<file path="src/rtl/mips_pkg.sv">
// Shared MIPS pipeline definitions: sequencer state encodings, register zero and
// the opcodes the control unit decodes into MemRead/MemWrite.
package mips_pkg;

  typedef enum logic [1:0] {
    ST_RUN      = 2'b00,
    ST_MEM_WAIT = 2'b01,
    ST_FLUSH    = 2'b10
  } state_e;

  localparam logic [4:0] REG_ZERO = 5'd0;

  localparam logic [5:0] OP_RTYPE = 6'h00;
  localparam logic [5:0] OP_LW    = 6'h23;
  localparam logic [5:0] OP_SW    = 6'h2b;
  localparam logic [5:0] OP_BEQ   = 6'h04;

  // Upstream decode of dmem_req uses this so it matches the control unit.
  function automatic logic is_mem_op(input logic [5:0] opcode);
    return (opcode == OP_LW) || (opcode == OP_SW);
  endfunction

endpackage

</file>
<file path="src/rtl/mips_hazard_detect.sv">
// Load-use hazard detector: an EX-stage load whose destination feeds the ID-stage
// instruction. Purely combinational so the forwarding unit can reuse it.
module mips_hazard_detect
  import mips_pkg::*;
#(
  parameter int unsigned REG_W = 5
) (
  input  logic [REG_W-1:0] rs_id,
  input  logic [REG_W-1:0] rt_id,
  input  logic [REG_W-1:0] rt_ex,
  input  logic             memread_ex,
  output logic             load_use
);

  // Writes to $zero never create a dependency.
  assign load_use = memread_ex && (rt_ex != REG_W'(REG_ZERO)) &&
                    ((rt_ex == rs_id) || (rt_ex == rt_id));

endmodule

</file>
<file path="src/rtl/mips_pipeline_sequencer.sv">
// Pipeline sequencing controller: load-use stalls, taken-branch flushes and a
// data-memory wait freeze, plus a stall-cycle counter and a sticky timeout flag.
module mips_pipeline_sequencer
  import mips_pkg::*;
#(
  parameter int unsigned REG_W       = 5,
  parameter int unsigned CNT_W       = 16,
  parameter int unsigned MEM_TIMEOUT = 64
) (
  input  logic             clk,
  input  logic             reset,
  input  logic [REG_W-1:0] rs_id,
  input  logic [REG_W-1:0] rt_id,
  input  logic             memread_ex,
  input  logic [REG_W-1:0] rt_ex,
  input  logic             branch_taken_ex,
  input  logic             dmem_req,
  input  logic             dmem_ack,
  output logic             pc_write,
  output logic             ifid_write,
  output logic             idex_bubble,
  output logic             ifid_flush,
  output logic             idex_flush,
  output logic             pipe_hold,
  output logic             memwb_bubble,
  output logic [CNT_W-1:0] stall_cycles,
  output logic             mem_timeout_err,
  output logic [1:0]       state
);

  localparam int unsigned WaitW = $clog2(MEM_TIMEOUT + 1);

  state_e           state_q, state_d;
  logic [WaitW-1:0] wait_q, wait_d;
  logic [CNT_W-1:0] stall_q, stall_d;
  logic             err_q, err_d;

  logic load_use;
  logic freeze;
  logic branch_eff;

  mips_hazard_detect #(
    .REG_W(REG_W)
  ) u_hazard (
    .rs_id     (rs_id),
    .rt_id     (rt_id),
    .rt_ex     (rt_ex),
    .memread_ex(memread_ex),
    .load_use  (load_use)
  );

  always_ff @(posedge clk or posedge reset) begin
    if (reset) begin
      state_q <= ST_RUN;
      wait_q  <= '0;
      stall_q <= '0;
      err_q   <= 1'b0;
    end else begin
      state_q <= state_d;
      wait_q  <= wait_d;
      stall_q <= stall_d;
      err_q   <= err_d;
    end
  end

  always_comb begin
    state_d = ST_RUN;
    unique case (state_q)
      ST_RUN:      state_d = freeze ? ST_MEM_WAIT : (branch_eff ? ST_FLUSH : ST_RUN);
      ST_FLUSH:    state_d = freeze ? ST_MEM_WAIT : ST_RUN;
      ST_MEM_WAIT: state_d = freeze ? ST_MEM_WAIT : ST_RUN;
      default:     state_d = ST_RUN;
    endcase

    // Wait count is the number of frozen cycles in the current access.
    wait_d = '0;
    if (freeze) begin
      if (state_q != ST_MEM_WAIT) begin
        wait_d = WaitW'(1);
      end else if (wait_q < WaitW'(MEM_TIMEOUT)) begin
        wait_d = wait_q + WaitW'(1);
      end else begin
        wait_d = wait_q;
      end
    end
    err_d = err_q || (freeze && (wait_d == WaitW'(MEM_TIMEOUT)));

    stall_d = stall_q;
    if (!pc_write && (stall_q != '1)) begin
      stall_d = stall_q + CNT_W'(1);
    end
  end

  always_comb begin
    freeze     = 1'b0;
    branch_eff = branch_taken_ex;
    unique case (state_q)
      ST_RUN:      freeze = dmem_req && !dmem_ack;
      ST_FLUSH: begin
        freeze     = dmem_req && !dmem_ack;
        branch_eff = 1'b0;
      end
      // The held access stays in MEM until it is acknowledged.
      ST_MEM_WAIT: freeze = !(dmem_req && dmem_ack);
      default: begin
        freeze     = 1'b0;
        branch_eff = 1'b0;
      end
    endcase

    pc_write     = 1'b1;
    ifid_write   = 1'b1;
    idex_bubble  = 1'b0;
    ifid_flush   = 1'b0;
    idex_flush   = 1'b0;
    pipe_hold    = 1'b0;
    memwb_bubble = 1'b0;
    if (freeze) begin
      pc_write     = 1'b0;
      ifid_write   = 1'b0;
      pipe_hold    = 1'b1;
      memwb_bubble = 1'b1;
    end else if (branch_eff) begin
      ifid_flush = 1'b1;
      idex_flush = 1'b1;
    end else if (load_use) begin
      pc_write    = 1'b0;
      ifid_write  = 1'b0;
      idex_bubble = 1'b1;
    end
  end

  assign stall_cycles    = stall_q;
  assign mem_timeout_err = err_q;
  assign state           = state_q;

endmodule

</file>
<file path="config.mk">
export PLATFORM = sky130hd
export DESIGN_NAME = mips_pipeline_sequencer
export DESIGN_NICKNAME = d
export VERILOG_FILES = /design/src/rtl/mips_pkg.sv /design/src/rtl/mips_hazard_detect.sv /design/src/rtl/mips_pipeline_sequencer.sv
export SDC_FILE = /design/constraint.sdc
export NUM_CORES = 1
export LEC_CHECK = 0
export CORE_MARGIN = 5
export CORE_UTILIZATION = 35
export DETAILED_ROUTE_END_ITERATION = 8
export SYNTH_ARGS = -nofsm -noshare
export SYNTH_HDL_FRONTEND = slang
export SYNTH_SLANG_ARGS = --single-unit
</file>
<file path="constraint.sdc">
create_clock -name clk -period 1.86 [get_ports clk]
set_input_delay 0.372 -clock clk [delete_from_list [all_inputs] [get_ports clk]]
set_output_delay 0.372 -clock clk [all_outputs]
set_load 0.01 [all_outputs]
</file>
# [Word level (Yosys, flattened, before mapping)]
# Index checks and enable logic that the tools add are counted.
[op_classes] add_sub_neg=2 magnitude_cmp=1 n_eq_ne=7 muxes=18 n_reduce_logical=16
[ops] cell="two-way mux 7 bit" count=3
[ops] cell="adder 16 x 1 -> 16 bit (second input constant)" count=1
[ops] cell="!= test 16 bit (second input constant)" count=1
[ops] cell="two-way mux 1 bit" count=11
[ops] cell="== test 5 bit" count=2
[ops] cell="adder 7 x 1 -> 7 bit (second input constant)" count=1
[ops] cell="== test 7 bit (second input constant)" count=1
[ops] cell="less-than comparator 7 bit (second input constant)" count=1
[ops] cell="logical AND 1 bit" count=6
[ops] cell="OR reduction 2 bit" count=3
[ops] cell="nonzero test 5 bit" count=1
[ops] cell="two-way mux 2 bit" count=2
[ops] cell="case mux 2 bit (2 select lines)" count=1
[ops] cell="logical NOT 1 bit" count=3
[ops] cell="== test 2 x 1 -> 1 bit (second input constant)" count=1
[ops] cell="== test 2 bit (second input constant)" count=1
[ops] cell="logical NOT 2 bit" count=1
[ops] cell="logical OR 1 bit" count=2
[ops] cell="!= test 2 x 1 -> 1 bit (second input constant)" count=1
[ops] cell="case mux 1 bit (2 select lines)" count=1
[word_totals] reg_bits=26 in_bits=21 out_inout_bits=26 word_cells=48

# [Depth between registers and ports, before layout]
[logic_depth] word_depth=8 mapped_depth=10 depth_no_buf=9

# [Modules after synthesis]
# A second synthesis with hierarchy kept.
[unflattened] cells_unflattened=166 area_unflattened_um2=1691.6
[by_module_without_submodules] mod="mips_pipeline_sequencer" n_inst=1 cells_per_inst=149 area_per_inst_um2=1566.5 seq_area_each_um2=650.6
[by_module_without_submodules] mod="mips_hazard_detect" n_inst=1 cells_per_inst=17 area_per_inst_um2=125.1 seq_area_each_um2=0.0

# [Worst setup path before layout]
# Ideal clock, no wire load.
[synth_timing] kind="register to output" startpoint="register state_q[0], in the netlist state[0]" endpoint="output ifid_flush" arrival_time_ns=1.756 required_time_ns=1.488 slack_ns=-0.268 path_stages_with_launch=8 n_path_buf=1 path_cell_list="dfrtp_1 > inv_1 > ha_1 > o21a_1 > o21ai_1 > inv_1 > nor2_1 > buf_4"
[synth_via] elab_chain_cells=5 elab_cells_between_ends=9 classes_between="2 x eq/ne; 4 x mux; 3 x reduce/logical"
[synth_lines] element="start, declared" line_no="mips_pipeline_sequencer.sv:33" source="state_e state_q, state_d;"
[synth_lines] element="start signal, assigned" line_no="mips_pipeline_sequencer.sv:59" source="state_q <= state_d;"
[synth_lines] element="== test 2 x 1 -> 1 bit / logical NOT 2 bit (equally long branches)" line_no="mips_pipeline_sequencer.sv:97" source="unique case (state_q)"
[synth_lines] element="OR reduction 2 bit (no line)"
[synth_lines] element="two-way mux 1 bit" line_no="mips_pipeline_sequencer.sv:97"
[synth_lines] element="two-way mux 1 bit"
[synth_lines] element="two-way mux 1 bit *"
[synth_lines] element="end, declared" line_no="mips_pipeline_sequencer.sv:22" source="output logic ifid_flush,"
# Mark *: on every way between the ends. The rest lies on a longest branch, timed or not.

# [Worst setup path in the final report]
[layout_timing] startpoint="register state_q[0], in the netlist state[0]" endpoint="output pc_write"
[layout_via] elab_chain_cells=5 elab_cells_between_ends=9 classes_between="2 x eq/ne; 4 x mux; 3 x reduce/logical"
[layout_lines] element="== test 2 x 1 -> 1 bit / logical NOT 2 bit (equally long branches)" line_no="mips_pipeline_sequencer.sv:97"
[layout_lines] element="OR reduction 2 bit (no line)"
[layout_lines] element="two-way mux 1 bit" line_no="mips_pipeline_sequencer.sv:97"
[layout_lines] element="two-way mux 1 bit" line_no="mips_pipeline_sequencer.sv:123" source="end else if (branch_eff) begin"
[layout_lines] element="two-way mux 1 bit *" line_no="mips_pipeline_sequencer.sv:118" source="if (freeze) begin"
[layout_lines] element="end, declared" line_no="mips_pipeline_sequencer.sv:19" source="output logic pc_write,"
# Marks and branches as above.

==> results.md <==
- The switching share of power is 36.18%.
- The final setup violation count is 23.
- Of the synthesized area, sequential elements account for 41.57%.
- In the synthesized netlist, the cells that appear most often are dfrtp_1, nor2_1, xor2_1.
- The path type of the worst setup path is reg2out.
- The final non-filler cell area is 2691 µm².
- The aggregate routed wire length is 4243 µm.
- The detailed-router iteration count before antenna repair is 4.
- The worst supply voltage drop on vdd is 542.1 µV.
- The biggest area contributor in the post-synthesis netlist is dfrtp_1.
- For this run, asynchronously set or reset flops after synthesis account for 100.0%.
- The synthesis-stage register bit count is 26.
- The number of I/O port buffers is 46.
- The smallest clock period supported by the final layout is computed as 2147 ps.
- The largest net degree at the start of global routing is 27.
- Clock tree synthesis inserted a total of 3 buffers.
- The final cell count without fillers is 298.
- The data required time at the worst endpoint is 1490 ps.
- After floorplanning, the core was sized to cover 4354 µm².
- 0 antenna diodes ended up in the layout.
- The clock skew is 1.173 ps.
- The HPWL after detailed placement is 3133 µm.
- The most instantiated flip-flop cell in the synthesis netlist is dfrtp_1.
- The final setup slack of the worst path is -286.8 ps.
- The initialized floorplan defines 24 standard-cell rows.
- The critical path goes through buf_6 -> ha_2 -> o21ai_4 -> o211ai_4 -> buf_6 -> o21ai_4 -> inv_2 -> buf_6.
- The share of Yosys cell area claimed by the top area cell type is 41.57%.
- At the pin with the least slew margin, the transition time is 356.3 ps.
- The maximum clock frequency is 0.4658 GHz.
- After detailed routing, the average wire length per cell comes to 14.24 µm.
- In this design, the largest share of critical-path delay is due to flip-flops.
- The cell area after technology mapping is 1565 µm².
- The first global-routing pass estimated 7148 µm of wire.
- STA classifies the critical path startpoint as a flop.
- The total grt overflow is 0.
- The later pin in the worst-skew pair is clocked with a latency of 270 ps.
- The internal power summed over all cells is 1.874 mW.
- The worst hold slack is 461.7 ps.
- The boundary pin count is 47.
- In the routed layout, each cell is associated on average with a via count of 4.936.
- The largest single stage delay on the critical path is 440 ps.
- For this configuration, the core starts out at a cell density of 35.95%.
- The most instantiated library cell after synthesis is dfrtp_1.
- Before CTS, the worst setup slack after placement is -821.1 ps.
- The run finished, with violations left.
- The total cell area at the placement stage is 2357 µm².
- The portion of total power attributed to combinational logic is 63.3%.
- The total count of max-transition violations in the final report is 0.
- The die covers 5910 µm².
- STA classifies the critical path endpoint as an output port.
- The count of nets left with antenna violations once routing finished came out at 0.
- Setup repair after global routing could not meet its margin everywhere.
- Relative to the synthesized area, the layout overhead comes to 71.94%.
- After layout, the worst path uses 115.4% of the clock period.
- In the synthesized netlist, the number of instances is 155.
- The cell count after placement is 280.
- The tightest min-delay check is of the in2async type.
- The die boundary height is 76.88 µm.
- The routability-driven placement congestion ratio is 0.7978.
- Clock-pin slew was measured on the worst setup and hold paths at 90 ps.
- The number of hold buffers added after CTS was 0.
- Cells fill 61.81% of the core in the end.
- The via count is 1,471.
- The TritonCTS sink count is 26.
- The count of endpoints failing hold in the final timing report is 0.
- The number of nets handed over by synthesis was 183.
- CTS built an H-tree with a depth of 1.
- The CTS tree is yes.
- The normalized max-slew margin is 76.25%.
- By area the synthesized netlist is led by dfrtp_1, xor2_1, xnor2_1.
- Counting flops with a built-in enable in the synthesized netlist gives 0.
- The fraction of final layout cells with drive strength greater than 1 is 39.84%.
- The violation count after the first detailed-routing iteration is 76.
- The net switching power of the design is 1.062 mW.
- The share of total power dissipated in the clock network is 11.2%.
- The most repeated library cell on the critical path is buf_6.
- The Yosys step of the flow raised 0 warnings.
- The buffer levels on the longest clock path is 2.
- Data on the critical path arrives at its endpoint at 1770 ps.
- The sequential fraction of design power is 25.4%.
- The initial antenna violation count is 0.
- The die is 76.88 µm wide.
- Of all nets on the critical path, the largest fanout is 3.
- In the routed design, unresolved DRC markers number 0.
- The number of nets in the layout is 275.
- The distinct cell type count of the synthesized netlist is 40.
- Global routing used 14.65% of the available tracks across all layers.
- The worst path buffer plus inverter count is 4.
- Across the run, the number of max-cap violations was 0.
- The analysis attributes to cell leakage a power of 1.216 nW.
- For this design, the slowest cell found on the critical path is dfrtp_2.
- Each instance of the synthesized netlist takes up on average 10.10 µm².
- The tree is rooted in a clkbuf_8.
- The via count of the first global-routing pass came to 1,639.
- For this design the ratio of total power to cell area is 1091 nW/µm².
- The checks that failed: setup timing.
==> cells by family (layout without fill, tap and decap cells) <==
logic type      count (synthesis)  in the layout  synth area share, %
flops                          26             26                41.57
simple gates                   60             60                21.98
mux                             3              3                2.078
fa+ha+maj                       7              7                5.595
buf+inv                        15            106                4.956
compound gates                 17             17                8.712
xor+xnor                       27             27                15.11
==> cells in the final DEF (no fill, tap or decap), types with 2 or more instances in the layout <==
cell type / netlist / routed
nor3_2: 1 / 3
o21ai_4: 0 / 2
nand2_1: 7 / 7
ha_4: 0 / 2
clkdlybuf4s50_1: 0 / 30
a21oi_1: 5 / 4
nand2_4: 0 / 3
or4_4: 1 / 2
nor3_1: 4 / 2
clkbuf_8: 0 / 3
ha_1: 7 / 4
inv_2: 0 / 3
nand4_1: 7 / 7
and3_2: 2 / 2
dlygate4sd2_1: 0 / 6
nand3_4: 0 / 4
nor2_1: 17 / 16
and3_1: 4 / 4
xnor2_1: 13 / 8
inv_1: 8 / 4
xnor2_2: 0 / 5
dfrtp_1: 26 / 25
nand3_1: 2 / 2
buf_4: 3 / 33
a31oi_1: 2 / 2
clkdlybuf4s15_1: 0 / 2
xor2_1: 14 / 14
buf_6: 1 / 20
==> flip-flops by register name (all words and copies together), names as in the netlist <==
register and cells:
stall_cycles 16, wait_q 7, state 2, mem_timeout_err 1
==> metrics by stage <==
step | power (mW) | setup TNS [ps]
2_1_floorplan | 1.452 | -20.68
3_3_place_gp | 2.155 | -10830
3_5_place_dp | 2.199 | -11840
4_1_cts | 2.740 | -3679
5_1_grt | 3.138 | -6999
6_report | 2.936 | -4871
==> timing repair <==
action / in CTS / in global routing
endpoints found under the setup margin: 23 / 22
setup buffers: 8 / 6
pin swaps: 11 / 16
resized for setup: 63 / 21
cloned: 0 / 0
==> final timing paths <==
check	slack (ps)	endpoint	depth (start not counted)	start
hold reg to reg	480	mem_timeout_err$_DFF_PP0_	2	mem_timeout_err$_DFF_PP0_
min in group clk	480	mem_timeout_err$_DFF_PP0_	2	mem_timeout_err$_DFF_PP0_
setup / recovery	-290	pc_write	8	state[0]$_DFF_PP0_
max in group asynchronous	1130	state[0]$_DFF_PP0_	3	reset
setup reg to reg	-260	stall_cycles[1]$_DFFE_PP0P_	9	state[0]$_DFF_PP0_
hold / removal	460	mem_timeout_err$_DFF_PP0_	3	reset
==> routing by layer <==
layer / routed length, µm / part of all wire (%) / global-route usage, %
met5: 0 / 0 / 0
met2: 2272 / 54 / 27.16
met4: 104 / 2.5 / 7.692
met3: 188 / 4.4 / 1.874
met1: 1676 / 40 / 15.92
==> area by class of cell <==
| type | count | area (µm²) |
|---|---|---|
| Inverter | 8 | 32.53 |
| Tap cell | 52 | 65.06 |
| Fill cell | 350 | 1663 |
| Multi-Input combinational cell | 114 | 1015 |
| Sequential cell | 26 | 651.9 |
| Timing Repair Buffer | 94 | 882.1 |
| Clock buffer | 4 | 45.04 |
==> worst register-to-register path, stage by stage (launching register included) <==
cell and delay (ps):
dfrtp_2 440, buf_6 130, ha_2 200, o21ai_4 160
o211ai_4 110, buf_6 130, buf_6 110, o31ai_4 250
buf_4 180, mux2_4 290
==> power by group through the flow <==
stage / clock network (mW) / logic, mW / registers, mW
2_1_floorplan: 0 / 0.624 / 0.827
3_3_place_gp: 0 / 1.41 / 0.747
3_5_place_dp: 0 / 1.45 / 0.753
4_1_cts: 0.350 / 1.65 / 0.742
5_1_grt: 0.375 / 2.00 / 0.764
6_report: 0.329 / 1.86 / 0.747
No activity file was read; power rests on OpenSTA's default activity.
